===== src/rtl/apb_master_bridge.sv =====
// ============================================================================
// Module   : apb_master_bridge
// Brief    : Single-outstanding APB requester. Takes write/read commands on a
//            valid/ready port, runs the APB SETUP/ACCESS sequence, and returns
//            read data and error status on a valid/ready response port.
//            Optional macro APB_MASTER_TIMEOUT_EN bounds the ACCESS phase to
//            TIMEOUT_CYCLES cycles and then completes with an error.
// Revision : 1.0 - initial release
// ============================================================================
`default_nettype none

module apb_master_bridge #(
  parameter int ADDR_W = 32,
  parameter int DATA_W = 32
`ifdef APB_MASTER_TIMEOUT_EN
  ,
  parameter int TIMEOUT_CYCLES = 16
`endif
) (
  input  logic              pclk,
  input  logic              preset,
  input  logic              cmd_valid,
  output logic              cmd_ready,
  input  logic              cmd_write,
  input  logic [ADDR_W-1:0] cmd_addr,
  input  logic [DATA_W-1:0] cmd_wdata,
  output logic              rsp_valid,
  input  logic              rsp_ready,
  output logic [DATA_W-1:0] rsp_rdata,
  output logic              rsp_err,
  output logic              rsp_timeout,
  output logic              psel,
  output logic              penable,
  output logic              pwrite,
  output logic [ADDR_W-1:0] paddr,
  output logic [DATA_W-1:0] pwdata,
  input  logic [DATA_W-1:0] prdata,
  input  logic              pready,
  input  logic              pslverr
);

  typedef enum logic [1:0] {
    S_IDLE   = 2'd0,
    S_SETUP  = 2'd1,
    S_ACCESS = 2'd2,
    S_RESP   = 2'd3
  } state_t;

  state_t              state_q;
  logic                psel_q;
  logic                penable_q;
  logic                pwrite_q;
  logic [ADDR_W-1:0]   paddr_q;
  logic [DATA_W-1:0]   pwdata_q;
  logic                rsp_valid_q;
  logic [DATA_W-1:0]   rsp_rdata_q;
  logic                rsp_err_q;

`ifdef APB_MASTER_TIMEOUT_EN
  // Counter must hold values up to TIMEOUT_CYCLES-1.
  localparam int CNT_W = (TIMEOUT_CYCLES > 1) ? $clog2(TIMEOUT_CYCLES) : 1;
  localparam logic [CNT_W-1:0] CNT_LAST = CNT_W'(TIMEOUT_CYCLES - 1);

  logic [CNT_W-1:0]    cnt_q;
  logic                rsp_timeout_q;
`endif

  // Transfer sequencer: all bus and response outputs are registered here.
  always_ff @(posedge pclk or posedge preset) begin
    if (preset) begin
      state_q       <= S_IDLE;
      psel_q        <= 1'b0;
      penable_q     <= 1'b0;
      pwrite_q      <= 1'b0;
      paddr_q       <= '0;
      pwdata_q      <= '0;
      rsp_valid_q   <= 1'b0;
      rsp_rdata_q   <= '0;
      rsp_err_q     <= 1'b0;
`ifdef APB_MASTER_TIMEOUT_EN
      cnt_q         <= '0;
      rsp_timeout_q <= 1'b0;
`endif
    end else begin
      case (state_q)
        S_IDLE: begin
          if (cmd_valid) begin
            pwrite_q  <= cmd_write;
            paddr_q   <= cmd_addr;
            pwdata_q  <= cmd_wdata;
            psel_q    <= 1'b1;
            penable_q <= 1'b0;
            state_q   <= S_SETUP;
          end
        end
        S_SETUP: begin
          penable_q <= 1'b1;
          state_q   <= S_ACCESS;
`ifdef APB_MASTER_TIMEOUT_EN
          cnt_q     <= '0;
`endif
        end
        S_ACCESS: begin
          // A ready slave always wins over an expiring timeout.
          if (pready) begin
            psel_q      <= 1'b0;
            penable_q   <= 1'b0;
            rsp_err_q   <= pslverr;
            rsp_rdata_q <= (!pwrite_q && !pslverr) ? prdata : '0;
            rsp_valid_q <= 1'b1;
            state_q     <= S_RESP;
`ifdef APB_MASTER_TIMEOUT_EN
            rsp_timeout_q <= 1'b0;
`endif
          end
`ifdef APB_MASTER_TIMEOUT_EN
          else if (cnt_q == CNT_LAST) begin
            psel_q        <= 1'b0;
            penable_q     <= 1'b0;
            rsp_err_q     <= 1'b1;
            rsp_timeout_q <= 1'b1;
            rsp_rdata_q   <= '0;
            rsp_valid_q   <= 1'b1;
            state_q       <= S_RESP;
          end else begin
            cnt_q <= cnt_q + CNT_W'(1);
          end
`endif
        end
        S_RESP: begin
          if (rsp_ready) begin
            rsp_valid_q <= 1'b0;
            state_q     <= S_IDLE;
          end
        end
        default: begin
          state_q <= S_IDLE;
        end
      endcase
    end
  end

  // Command acceptance depends on state only, so it never waits on cmd_valid.
  assign cmd_ready = (state_q == S_IDLE);

  assign psel      = psel_q;
  assign penable   = penable_q;
  assign pwrite    = pwrite_q;
  assign paddr     = paddr_q;
  assign pwdata    = pwdata_q;
  assign rsp_valid = rsp_valid_q;
  assign rsp_rdata = rsp_rdata_q;
  assign rsp_err   = rsp_err_q;
`ifdef APB_MASTER_TIMEOUT_EN
  assign rsp_timeout = rsp_timeout_q;
`else
  assign rsp_timeout = 1'b0;
`endif

endmodule

`default_nettype wire


===== config.mk =====
export PLATFORM = sky130hd
export DESIGN_NAME = apb_master_bridge
export DESIGN_NICKNAME = d
export VERILOG_FILES = /design/src/rtl/apb_master_bridge.sv
export SDC_FILE = /design/constraint.sdc
export NUM_CORES = 1
export LEC_CHECK = 0
export BUFFER_PORTS_ARGS = -buffer_cell sky130_fd_sc_hd__buf_4
export CAP_MARGIN = 30
export CORE_MARGIN = 2
export CORE_UTILIZATION = 47
export CTS_BUF_LIST = sky130_fd_sc_hd__clkbuf_4
export CTS_CLUSTER_SIZE = 14
export DETAILED_ROUTE_END_ITERATION = 7
export GPL_TIMING_DRIVEN = 0
export PLACE_DENSITY_LB_ADDON = 0.05
export SLEW_MARGIN = 20
export SYNTH_ARGS = -nofsm -noshare
export SYNTH_HDL_FRONTEND = slang
export SYNTH_SLANG_ARGS = --single-unit
export TNS_END_PERCENT = 5

===== constraint.sdc =====
create_clock -name pclk -period 3.6 [get_ports pclk]
set_clock_uncertainty 0.1 [all_clocks]
set_input_delay 0 -clock pclk [delete_from_list [all_inputs] [get_ports pclk]]
set_output_delay 0 -clock pclk [all_outputs]
set_load 0.01 [all_outputs]

==> results of run 1 <==
through the flow:
step / cells / hold slack [ps]
3_5_place_dp: 558 / -51.5
3_3_place_gp: 557 / 112
2_1_floorplan: 248 / 31.7
cell families after synthesis:
kind of cell,after synthesis,synth area share
mux,70,0.198
flops,103,0.651
fa+ha+maj,7,0.0221
other cells,1,0.000947
simple gates,12,0.0199
compound gates,36,0.0780
buf+inv,19,0.0300
==> results by group, run 1 <==
Placed design
  • Placed cell areas: 5660 sq um
  • Pre-CTS worst setup slack: ~1600 ps
  • Global placer's final weighted congestion: about 0.8
  • HPWL after DPL: 7.04 mm
  • Port bufs: 204

Logic synthesis
  • Sequential-to-total area share from yosys stat: 0.651
  • FF+latch count, synth: 103
  • Area leader, netlist: dfrtp_1
  • Post-synth ARST share: 1.00
  • Distinct cells, synth: 24
  • Post-synth EDFFs: 0
  • Cell area after technology mapping: approximately 4000 sq um
  • Commonest register cell after synthesis: dfrtp_1
  • Gate Count Post-Synth: roughly 250
  • Mapped Nets: 358
  • Syn avg cell area: 16.0 sq um
  • Yosys top cell area share: 0.651
  • Top-count cell post-synth: dfrtp_1
  • Ranking of synthesized cells by area: dfrtp_1 (65%), mux2_1 (15%), a22o_1 (7.3%)
  • Synth warnings: 0
  • Synth top cells by count: dfrtp_1 (103), mux2_1 (52), a22o_1 (33)

CTS
  • # Post-CTS Setup Buffers: 0
  • CTS buffer count: 9
  • CTS max path bufs: 2
  • CTS Root Buffer Type: clkbuf_4
  • CTS Sinks: 103
  • H-tree depth: 3
  • Hold buffers post-CTS: ~120
  • Post_cts resized: 0

Run status
  • Stage reached: clock tree synthesis
  • Tool error: [ERROR RSZ-0060] Max buffer count reached.
  • Status: stopped before the end

Floorplanning
  • IO Pins: between 200 and 250
  • Initial core utilization: 0.485
  • Die height: roughly 96 um
  • Row count: 33
  • DIE WIDTH: approximately 96 um
==> run 2: changes to the inputs <==
Settings changed: CORE_UTILIZATION 47 to 40, CTS_BUF_LIST sky130_fd_sc_hd__clkbuf_4 to default, CTS_CLUSTER_SIZE 14 to default, PLACE_DENSITY_LB_ADDON 0.05 to 0.15.
==> run 2 against run 1 <==
Net effect:
- the flow now finishes without violations
- synthesized area did not move
- synthesized cell count stayed put
==> results by group, run 2 <==
CTS
  • Hold buffers post-CTS: 105 (-8.7%)
  • CTS Root Buffer Type: clkbuf_8
  • Worst-path clk slew: ~90 ps
  • CTS max path bufs: 2 (unchanged)
  • CTS Sinks: 103 (unchanged)
  • Post_cts resized: 0 (unchanged)
  • H-tree depth: 3 (unchanged)
  • Latest clock arrival within the worst-skew pair: about 350 ps
  • CTS buffer count: 9 (unchanged)
  • CTS tree: built
  • # Post-CTS Setup Buffers: 0 (unchanged)

Placed design
  • Global placer's final weighted congestion: 0.768 (-1.5%)
  • Placed cell areas: 5690 sq um (+0.62%)
  • Port bufs: 204 (unchanged)
  • HPWL after DPL: 6.90 mm (-2.1%)

Power and ir drop
  • NetSw: 1690 uW
  • Switching share of power: 0.334
  • Clock network power share: 0.126
  • Comb pwr share: 0.468
  • Part of the power in registers: 0.406
  • VDD IR max: 0.367 mV
  • PD cells: around 730 nW/um^2
  • Static leakage: 0.00339 uW
  • Cell Int Power: approximately 3400 uW

STA
  • Min Hold Slack: just over 60 ps
  • Final hold violation count: 0
  • Final period util: 0.642
  • Fmax achieved: between 400 and 500 MHz
  • Pins Over Slew Limit: 0
  • RSZ-0062 raised after global routing: false
  • Crit path time final: about 2300 ps
  • Final setup viols: 0

Route
  • Vias post-DR: 3,294
  • Final antenna-violating net count: 0
  • WL/cell: 15.9 um
  • First drt pass iteration count: 6
  • Detailed Route WL: roughly 11 mm
  • Via/cell ratio: about 4.7
  • Drt initial violations: roughly 120
  • Post-route DRC: 0

Finish
  • Ant. Diodes: 0
  • NumNets Final: 679
  • Fin area: between 6000 and 7000 sq um
  • Multi-input logic area: ~1300 sq um
  • Most frequent cells in the layout: buf_4 (210), dlygate4sd3_1 (105), dfrtp_1 (103), mux2_1 (52), a22o_1 (33)
  • Most common cell after layout, fill and taps aside: buf_4
  • Share of cells above drive strength 1: 0.433
  • Layout area overhead: 74.2%
  • Seq. cell area: approximately 2600 sq um
  • Fillers: between 600 and 700

Worst setup path
  • Slowest CP cell: dlygate4sd3_1
  • Worst EP required: roughly 3800 ps
  • Crit path launch type: flop
  • Slowest stage delay, CP: between 500 and 600 ps
  • Setup crit end kind: flop
  • Worst r2r src: state_q[0]$_DFFE_PP0P_
  • R2R cell count: 6
  • Crit Reg-Reg Endpoint: psel$_DFFE_PP0P_
  • Cell family with most CP delay: buffers and inverters
  • R2R Setup Slk: 1290 ps
  • CP arrival: between 2000 and 3000 ps
  • CP bufs+invs: 2
  • Crit-path max FO: 5
  • Worst-path cell chain: inv_1 > ha_1 > nor2b_1 > o22ai_1 > a221oi_1 > dlygate4sd3_1
  • Critical path type: reg2reg

Logic synthesis
  • Distinct cells, synth: 24 (unchanged)
  • Area leader, netlist: dfrtp_1
  • Ranking of synthesized cells by area: dfrtp_1 (65%), mux2_1 (15%), a22o_1 (7.3%)
  • Synth top cells by count: dfrtp_1 (103), mux2_1 (52), a22o_1 (33)
  • Gate Count Post-Synth: 248 (unchanged)
  • Mapped Nets: 358 (unchanged)
  • Post-synth ARST share: 1.00 (unchanged)
  • Synth warnings: 0 (unchanged)
  • Cell area after technology mapping: 3960 sq um (unchanged)
  • Commonest register cell after synthesis: dfrtp_1
  • Sequential-to-total area share from yosys stat: 0.651 (unchanged)
  • Post-synth EDFFs: 0 (unchanged)
  • Syn avg cell area: 16.0 sq um (unchanged)
  • FF+latch count, synth: 103 (unchanged)
  • Yosys top cell area share: 0.651 (unchanged)
  • Top-count cell post-synth: dfrtp_1

Floorplanning
  • Die height: 104 um (+8.0%)
  • Die area: about 11,000 sq um
  • IO Pins: 206 (unchanged)
  • DIE WIDTH: 104 um (+8.0%)
  • Initial core utilization: 0.409 (-0.0755)
  • Core area: about 9700 sq um
  • Row count: 36 (+9.1%)

Global routing
  • Largest net degree at the start of global routing: 61
  • Grt ovf: 0
  • Initial antenna violation count: 0
  • Number of global-route vias before repair: 3,574
  • First-pass GRT wire length: ~19 mm
  • Overall Global Routing Usage: 0.216

Hold path
  • Worst Hold Class: in2reg
  • Hold Startpoint: pready
  • Hold EP: rsp_err$_DFFE_PP0P_
  • Worst hold path stage count: 3

Run status
  • Status: completed

Run
  • Max-Cap Viols: 0
==> run 2: area by class of cell <==
type	instances	area share
plain buffers	14	0.0145
clock buffers	14	0.0221
inverters	5	0.00345
well taps	133	0.0241
repair buffers	310	0.378
multi-input cells	126	0.183
flip-flops and latches	103	0.374
clock inverters	1	0.000725
==> run 2: kinds of logic after synthesis <==
logic type	after synthesis	share of synthesized area
mux	70	0.198
other cells	1	0.000947
flops	103	0.651
fa+ha+maj	7	0.0221
compound gates	36	0.0780
buf+inv	19	0.0300
simple gates	12	0.0199
==> run 2: metal layers <==
| metal | vias up | GRT usage | wire length (um) |
|---|---|---|---|
| met4 | 0 | 0.0878 | 313 |
| met5 | - | 0 | 0 |
| li1 | 1524 | - | - |
| met3 | 24 | 0.0434 | 618 |
| met2 | 127 | 0.382 | 5730 |
| met1 | 1619 | 0.258 | 4580 |
==> run 2: worst max path at each step <==
stage                                       from              endpoint  slack (ps)  cells after the start
after floorplan                           preset  paddr[0]$_DFFE_PP0P_         800                      1
after global placement                    preset  paddr[8]$_DFFE_PP0P_        -410                      2
after detailed placement  state_q[0]$_DFFE_PP0P_  paddr[9]$_DFFE_PP0P_        1570                      6
after CTS                 state_q[0]$_DFFE_PP0P_      psel$_DFFE_PP0P_        1340                      6
after global routing      state_q[0]$_DFFE_PP0P_      psel$_DFFE_PP0P_        1140                      6
final                     state_q[0]$_DFFE_PP0P_      psel$_DFFE_PP0P_        1290                      6
==> run 2: tightest hold or removal path, cell delays in order <==
cell	delay [ps]
buf_4	130
nand2_2	170
mux2_2	180
==> run 2: stage by stage <==
step	setup WS, ps	setup TNS [ps]	total power [uW]	cells	utilization
finish	1290	0	5060	706	0.713
detailed placement	1570	0	4280	586	0.588
floorplan	796	0	3090	248	-
global route	1140	0	5350	706	0.713
global placement	-405	-41250	4230	585	0.584
CTS	1340	0	5050	706	0.713
==> run 2: power groups by stage <==
| stage | Clock [uW] | Sequential, uW | Combinational [uW] |
|---|---|---|---|
| global placement | 0 | 2040 | 2190 |
| detailed placement | 0 | 2060 | 2230 |
| finish | 637 | 2060 | 2370 |
| CTS | 655 | 2030 | 2360 |
| floorplan | 0 | 2300 | 782 |
| global route | 696 | 2120 | 2530 |
Note: power is estimated with default switching activity, not from simulation.
